--- config.mk ---
export PLATFORM = sky130hd
export DESIGN_NAME = led_driver_multi
export DESIGN_NICKNAME = d
export VERILOG_FILES = /design/src/rtl/led_driver_multi.sv
export SDC_FILE = /design/constraint.sdc
export NUM_CORES = 1
export LEC_CHECK = 0
export CORE_ASPECT_RATIO = 0.5
export CORE_UTILIZATION = 60
export DETAILED_ROUTE_END_ITERATION = 10
export MAX_ROUTING_LAYER = met4
export PLACE_DENSITY_LB_ADDON = 0.3
export REMOVE_ABC_BUFFERS = 1
export SLEW_MARGIN = 15
export SYNTH_ARGS = -nofsm -noshare
export SYNTH_HDL_FRONTEND = slang
export SYNTH_SLANG_ARGS = --single-unit
export TNS_END_PERCENT = 10
--- constraint.sdc ---
create_clock -name clk_i -period 2.9 [get_ports clk_i]
set_input_delay 0.87 -clock clk_i [delete_from_list [all_inputs] [get_ports clk_i]]
set_output_delay 0.87 -clock clk_i [all_outputs]
set_load 0.01 [all_outputs]
--- src/rtl/led_driver_multi.sv ---
// Multi-channel status-LED driver: per-channel off / on / blink / activity modes from one shared prescaler.
// Optional per-channel PWM brightness when LED_DRIVER_PWM_EN is defined (adds duty_i).

module led_driver_ch #(
    parameter int PRESC_W = 25,
    parameter int RATE_W  = 2,
    parameter int STRETCH = 4
) (
    input  logic               clk_i,
    input  logic               reset_n_i,
    input  logic [PRESC_W-1:0] c_i,
    input  logic               tick_i,
    input  logic [1:0]         mode_i,
    input  logic [RATE_W-1:0]  rate_i,
    input  logic               event_i,
`ifdef LED_DRIVER_PWM_EN
    input  logic [7:0]         duty_i,
`endif
    output logic               led_o,
    output logic               busy_o
);
    localparam logic [1:0] M_OFF   = 2'b00;
    localparam logic [1:0] M_ON    = 2'b01;
    localparam logic [1:0] M_BLINK = 2'b10;
    localparam logic [7:0] STR     = 8'(STRETCH);

    typedef enum logic [1:0] {S_IDLE, S_ON, S_GAP} state_t;

    state_t             state_q, state_d;
    logic [7:0]         cnt_q, cnt_d;
    logic               pend_q, pend_d;
    logic               act, last, raw, gate, busy_raw;
    logic [PRESC_W-1:0] c_sh;

    assign act  = (mode_i == 2'b11);
    assign last = tick_i && (cnt_q == 8'd1);

    always_comb begin
        state_d = state_q;
        cnt_d   = cnt_q;
        pend_d  = pend_q;
        if (!act) begin
            state_d = S_IDLE;
            cnt_d   = '0;
            pend_d  = 1'b0;
        end else begin
            case (state_q)
                S_IDLE: begin
                    // a pending event left over from the GAP->IDLE edge fires here
                    if (event_i || pend_q) begin
                        state_d = S_ON;
                        cnt_d   = STR;
                        pend_d  = 1'b0;
                    end
                end
                S_ON: begin
                    if (event_i) pend_d = 1'b1;
                    if (last) begin
                        state_d = S_GAP;
                        cnt_d   = STR;
                    end else if (tick_i) begin
                        cnt_d = cnt_q - 8'd1;
                    end
                end
                S_GAP: begin
                    if (event_i) pend_d = 1'b1;
                    if (last) begin
                        if (pend_q) begin
                            state_d = S_ON;
                            cnt_d   = STR;
                            pend_d  = 1'b0;
                        end else begin
                            state_d = S_IDLE;
                            cnt_d   = '0;
                        end
                    end else if (tick_i) begin
                        cnt_d = cnt_q - 8'd1;
                    end
                end
                default: begin
                    state_d = S_IDLE;
                    cnt_d   = '0;
                    pend_d  = 1'b0;
                end
            endcase
        end
    end

    // shifting left by r brings c[PRESC_W-1-r] to the MSB
    assign c_sh = c_i << rate_i;

    always_comb begin
        case (mode_i)
            M_OFF:   raw = 1'b0;
            M_ON:    raw = 1'b1;
            M_BLINK: raw = c_sh[PRESC_W-1];
            default: raw = (state_q == S_ON);
        endcase
    end

`ifdef LED_DRIVER_PWM_EN
    assign gate = (duty_i == 8'hFF) || (c_i[7:0] < duty_i);
`else
    assign gate = 1'b1;
`endif

    assign busy_raw = act && (state_q != S_IDLE);

    always_ff @(posedge clk_i or negedge reset_n_i) begin
        if (!reset_n_i) begin
            state_q <= S_IDLE;
            cnt_q   <= '0;
            pend_q  <= 1'b0;
            led_o   <= 1'b0;
            busy_o  <= 1'b0;
        end else begin
            state_q <= state_d;
            cnt_q   <= cnt_d;
            pend_q  <= pend_d;
            led_o   <= raw & gate;
            busy_o  <= busy_raw;
        end
    end
endmodule

module led_driver_multi #(
    parameter int NUM_CH  = 4,
    parameter int PRESC_W = 25,
    parameter int RATE_W  = 2,
    parameter int ACT_BIT = 20,
    parameter int STRETCH = 4
) (
    input  logic                     clk_i,
    input  logic                     reset_n_i,
    input  logic [2*NUM_CH-1:0]      mode_i,
    input  logic [RATE_W*NUM_CH-1:0] rate_i,
    input  logic [NUM_CH-1:0]        event_i,
`ifdef LED_DRIVER_PWM_EN
    input  logic [8*NUM_CH-1:0]      duty_i,
`endif
    output logic [NUM_CH-1:0]        led_o,
    output logic [NUM_CH-1:0]        busy_o
);
    logic [PRESC_W-1:0] c_q;
    logic               tick;

    always_ff @(posedge clk_i or negedge reset_n_i) begin
        if (!reset_n_i) c_q <= '0;
        else            c_q <= c_q + 1'b1;
    end

    assign tick = &c_q[ACT_BIT-1:0];

    for (genvar k = 0; k < NUM_CH; k++) begin : g_ch
        led_driver_ch #(
            .PRESC_W (PRESC_W),
            .RATE_W  (RATE_W),
            .STRETCH (STRETCH)
        ) u_ch (
            .clk_i     (clk_i),
            .reset_n_i (reset_n_i),
            .c_i       (c_q),
            .tick_i    (tick),
            .mode_i    (mode_i[2*k +: 2]),
            .rate_i    (rate_i[RATE_W*k +: RATE_W]),
            .event_i   (event_i[k]),
`ifdef LED_DRIVER_PWM_EN
            .duty_i    (duty_i[8*k +: 8]),
`endif
            .led_o     (led_o[k]),
            .busy_o    (busy_o[k])
        );
    end
endmodule

==> results.cfg <==
[floorplan]
initial_core_util = 0.6210
ios = 30
row_count = 22
die_y_um = 63.68
die_x_um = 125.3
core_area_mm2 = 0.007350
die_area_mm2 = 0.007981

[drt]
drt_iter0_drc = 364
detail_route.drc_violations = 3
via_per_inst = 6.381
wl_per_cell_um = 16.58
ant_nets = 0
vias = 3956
wl_um = 10280
dr.pass1.iters = 8

[worst_setup_path]
crit_path_max_fanout = 9
r2r-start = c_q[0]$_DFF_PN0_
reg2reg_to = g_ch[0].u_ch.cnt_q[0]$_DFFE_PN0P_
cp.required_ns = 3.15
reg2regPathDepth = 6
crit_path_end_kind = flop
path_class = reg2reg
start_kind = flop
rrSetupSlack_ns = 0.37
arrival_ns = 2.79

[clock_tree]
root_buffer = clkbuf_16
h-tree-depth = 3
cts_buffers = 9
cts_setup_buffers = 0
clock_latency_ns = 0.34
clock_path_buffers = 2
cts_tree = done
clk_pin_slew_ns = 0.05
clock_sinks = 77
ctsResizeCount = 0
holdBufCountCts = 0

[timing]
max_freq_mhz = 394.7
finClkSkew_ns = 0.004615
tns_ns = 0
hold_viol = 0
finalMaxSlewViolations = 0
min_period_ns = 2.534
setup_viol = 0
tightest_slew_ns = 0.6514
rsz0062_at_grt = false
finalCritPeriodShare = 0.8737
slew_headroom = 0.5618

[yosys]
synth_ff_type = dfrtp_1
syn_area_mm2 = 0.004564
avgSynthCellArea_um2 = 9.411
syn_inst = 485
yosysUniqueCellTypes = 51
synth_seq_area_share = 0.4221
synthArstFlopShare = 1.000
synth_edf_count = 0
ys_ff_latch = 77
yosys_warnings = 0

[place]
port_buffers = 29
place_congestion = 0.8949
dpl_cell_area_mm2 = 0.004999
dp_hpwl_um = 7165

[global_routing]
grt_pass1_vias = 3728
track_usage = 0.2949
antenna_found_initial = 0
grt_overflow = 0
grt_max_degree = 46
grt_pass1_wl_um = 17710

[pwr]
power_mw = 2.418
p_leak_nw = 2.241
max-vdd-ir-drop_mv = 0.2589
power_density_mw_per_mm2 = 457.9

[final_layout]
drive_gt1_frac = 0.08397
n_antenna_cell = 0
fin_util = 0.7184
final_area_mm2 = 0.005280
area_growth_pct = 15.68
nNetsFinal = 572

[min_path]
hold_start = c_q[0]$_DFF_PN0_
holdPathStages = 1
worstHoldEndpoint = c_q[0]$_DFF_PN0_
min_path_type = reg2reg

[outcome]
outcome = finished, violations left
violations = design-rule violations

[flow_run]
maxCapViolCount = 0
-- how the worst max path moves through the flow --
stage | slack [ns] | startpoint | to | cells after the start
6_report | 0.37 | c_q[0]$_DFF_PN0_ | g_ch[0].u_ch.cnt_q[0]$_DFFE_PN0P_ | 6
3_3_place_gp | 0.31 | mode_i[3] | g_ch[1].u_ch.cnt_q[6]$_DFFE_PN0P_ | 6
4_1_cts | 0.36 | c_q[0]$_DFF_PN0_ | g_ch[0].u_ch.cnt_q[0]$_DFFE_PN0P_ | 6
5_1_grt | 0.17 | c_q[0]$_DFF_PN0_ | g_ch[0].u_ch.cnt_q[0]$_DFFE_PN0P_ | 6
3_5_place_dp | 0.21 | mode_i[3] | g_ch[1].u_ch.cnt_q[6]$_DFFE_PN0P_ | 6
2_1_floorplan | 0.59 | c_q[8]$_DFF_PN0_ | g_ch[0].u_ch.cnt_q[1]$_DFFE_PN0P_ | 5
-- power breakdown --
group,total [mW],internal [mW],switching (mW)
Clock,1.09,0.679,0.411
Combinational,0.223,0.0995,0.124
Sequential,1.11,1.09,0.0156
-- critical path, cell delays in order, from the launching register on --
cell     delay [ns]
dfrtp_1        0.38
ha_1           0.22
nand3_1        0.25
nor2_1         0.45
nand2_1        0.39
or3b_2         0.59
o21ai_0        0.17
-- sequential cells by signal, summed over array words and instances (netlist names) --
name and count:
g_ch.u_ch.led_o 4, g_ch.u_ch.pend_q 4, g_ch.u_ch.cnt_q 32, g_ch.u_ch.state_q 8, c_q 25, g_ch.u_ch.busy_o 4
-- cells in the final DEF (no fill, tap or decap), types with 21 or more instances in the layout --
| master | n |
|---|---|
| dfrtp_1 | 77 |
| nor2_1 | 45 |
| nand3_1 | 34 |
| a31oi_1 | 34 |
| nand2_1 | 29 |
| ha_1 | 29 |
| clkdlybuf4s50_1 | 28 |
| inv_1 | 22 |
| a21oi_1 | 22 |
| o21ai_0 | 21 |
-- stage by stage --
step | instances | hold WS (ns) | worst slack (ns)
after floorplan | 464 | 0.4366 | 0.5919
after detailed placement | 606 | 0.4677 | 0.2141
after global routing | 620 | 0.5082 | 0.1659
final | 620 | 0.4712 | 0.3662
after CTS | 620 | 0.4768 | 0.3624
after global placement | 606 | 0.4587 | 0.3101
-- area by class of cell --
class                      count  area (um^2)
clock buffer                  12        246.5
tap                           96        120.1
inverter                      22        82.58
timing repair buffer          46        427.9
fill                         549         2069
clock inverter                 2        35.03
multi-input combinational    365         2441
sequential                    77         1927
-- cell usage after synthesis (4+ instances only) --
library cell | n | area, um^2
dfrtp_1 | 77 | 1927
nor2_1 | 45 | 168.9
a31oi_1 | 34 | 212.7
nand3_1 | 34 | 170.2
ha_1 | 29 | 362.9
nand2_1 | 29 | 108.9
a21oi_1 | 22 | 110.1
inv_1 | 22 | 82.58
o21ai_0 | 21 | 105.1
xnor2_1 | 19 | 166.4
nor3_1 | 12 | 60.06
nor4_1 | 12 | 75.07
clkbuf_1 | 11 | 41.29
nand4_1 | 11 | 68.82
a41oi_1 | 9 | 78.83
buf_4 | 9 | 67.56
and3_1 | 7 | 43.79
nor3b_1 | 7 | 52.55
o31ai_1 | 7 | 52.55
a211oi_1 | 6 | 45.04
and2_1 | 5 | 31.28
mux4_2 | 4 | 90.09
or3b_2 | 4 | 35.03
or4_1 | 4 | 30.03
xor2_1 | 4 | 35.03
-- per-layer routing --
metal / part of all wire / track usage / routed length (um)
met5: 0 / - / 0
met2: 0.45 / 0.4427 / 4662
met1: 0.47 / 0.3837 / 4783
met3: 0.059 / 0.08836 / 607
met4: 0.022 / 0.09909 / 227
-- cells by family after synthesis --
family | synth area share
AO/OA/AOI/OAI | 0.1631
XOR/XNOR | 0.04413
adder cells (fa/ha/maj) | 0.07950
buffers and inverters | 0.04304
flip-flops | 0.4221
multiplexers | 0.02878
AND/OR/NAND/NOR | 0.2193
(Power assumes the default switching activity.)
==> edit (same settings) <==
`PRESC_W` is set to 25 in 2 places; all go to 50.
--- a/src/rtl/led_driver_multi.sv
+++ b/src/rtl/led_driver_multi.sv
@@ -2,7 +2,7 @@
 // Optional per-channel PWM brightness when LED_DRIVER_PWM_EN is defined (adds duty_i).
 
 module led_driver_ch #(
-    parameter int PRESC_W = 25,
+    parameter int PRESC_W = 50,
     parameter int RATE_W  = 2,
     parameter int STRETCH = 4
 ) (
@@ -125,7 +125,7 @@
 
 module led_driver_multi #(
     parameter int NUM_CH  = 4,
-    parameter int PRESC_W = 25,
+    parameter int PRESC_W = 50,
     parameter int RATE_W  = 2,
     parameter int ACT_BIT = 20,
     parameter int STRETCH = 4
Formal check against the unedited RTL: no difference found for any inputs over 4 cycles, from zero or initial values and one cycle with reset_n_i low; that may be too few to reach the edited logic, so the function may still have changed.
==> edit against the original RTL <==
- sequential cell count grew 25
- cell area up 25%
- die area rose by 25%
- core utilization grew 1.5 points
- routed wire length up 20%
- area after synthesis is 26% higher
- clock power grew 7%
- worst setup slack improved by 81 ps
- total power increased by 18%
==> edit: results (changes against the original RTL) <==
stage	metric	value	unit	change
outcome	outcome	finished clean		
placement	place_ws	73.2	ps	-141 ps
clock_network	cts_buffer_depth	2		unchanged
route	initialDrtViolationCount	334		-8.2%
placement	place_inst	749		+24%
die	coreArea	8980	um2	+22%
placement	detailed_place_hpwl	8840	um	+23%
final_layout	num_antenna_cells	0		unchanged
clock_network	path_clk_slew	70	ps	+20 ps
yosys	yosys-top-cells-count	dfrtp_1 (102), nor2_1 (58), nand2_1 (50)		
yosys	synth_compound_area_frac	0.124		-0.0387
final_layout	finish.net_count	694		+21%
yosys	seq_area_frac_synth	0.445		+0.0231
sta	holdWs	435	ps	-36.0 ps
route	wl	12400	um	+20%
global_route	use_met2	0.426		-0.0172
yosys	synth_adder_area_share	0.0633		-0.0162
setup_path	cp_max_fo	11		+2
sta	max_freq	0.408	GHz	+3.3%
final_layout	reg_top3	c_q x50, g_ch.u_ch.cnt_q x32, g_ch.u_ch.state_q x8		
pwr	power_switching_share	0.243		+0.0154
placement	dpl_cell_area	6300	um2	+26%
route	firstDrtPassIters	4		-4
final_layout	fillers	651		+19%
global_route	grt_pass1_vias	4520		+21%
yosys	synthTopCellsByArea	dfrtp_1 (45%), ha_1 (6.3%), xnor2_1 (4.7%), nor2_1 (3.8%), nand2_1 (3.3%)		
yosys	syn_inst	590		+22%
global_route	grt_pass1_wl	21300	um	+20%
pwr	ir_drop	288	uV	+11%
route	num_vias	4705		+19%
yosys	synthMuxAreaShare	0.0247		-0.00412
global_route	grt_use_total	0.280		-0.0151
min_path	hold_class	in2async		
final_layout	drive_gt1_frac	0.102		+0.0179
pwr	cellLeakagePower	2.88	nW	+28%
route	avgRoutedWirePerCell	16.1	um	-2.6%
sta	finalClockSkew	9.16	ps	+4.54 ps
global_route	met3_usage	0.0806		-0.00779
setup_path	crit_type	reg2reg		
placement	gp_congestion	0.923		+3.2%
sta	slew_headroom	0.609		+0.0468
setup_path	r2r_setup_slack	450	ps	+80 ps
yosys	synth_cell_types	60		+18%
setup_path	reg2reg_from	c_q[5]		
clock_network	htreeDepth	3		unchanged
pwr	pwr-share-clk	0.411		-0.039
setup_path	reg2reg_to	g_ch[2].u_ch.cnt_q[7]		
setup_path	reg2regPathDepth	5		-1
global_route	grt_max_degree	43		-6.5%
yosys	yosys.area_share.xor_xnor	0.0733		+0.0292
setup_path	cp.arrival	2690	ps	-100 ps
global_route	met1_usage	0.365		-0.0183
global_route	antenna_found_initial	0		unchanged
clock_network	cts_made_buffers	9		unchanged
pwr	power_density	432	nW/um2	-5.6%
## edit: cell types whose count changed in the layout (fill, tap and decap cells not counted), moves of 5 or more
cell,delta
or3_1,+5
inv_1,+5
dfrtp_1,+25
a211oi_1,-5
o31ai_1,-5
nor2_1,+13
xor2_1,+13
nand2_1,+21
a31oi_1,-12
buf_4,+11
or4_1,+7
xnor2_1,+12
nand4_1,+14
## edit: layout make-up
cell class,count,area [um2],share of cell area
Multi-Input combinational cell,446,2990,0.454
Sequential cell,102,2550,0.388
Timing Repair Buffer,57,510,0.0775
Clock buffer,11,243,0.0369
Tap cell,117,146,0.0222
Inverter,27,101,0.0154
Clock inverter,5,41.3,0.00627
## edit: metal layers
layer / up-vias / share of wire
met5: - / 0
met4: 0 / 0.016
li1: 2262 / -
met3: 24 / 0.058
met1: 2287 / 0.47
met2: 132 / 0.45
## edit: critical path, cell delays in order (launching register included)
cell and delay, ps:
dfrtp_1 420, nand4_1 280, nor4_4 640, and2_1 560, nand3_1 160, o41ai_1 270
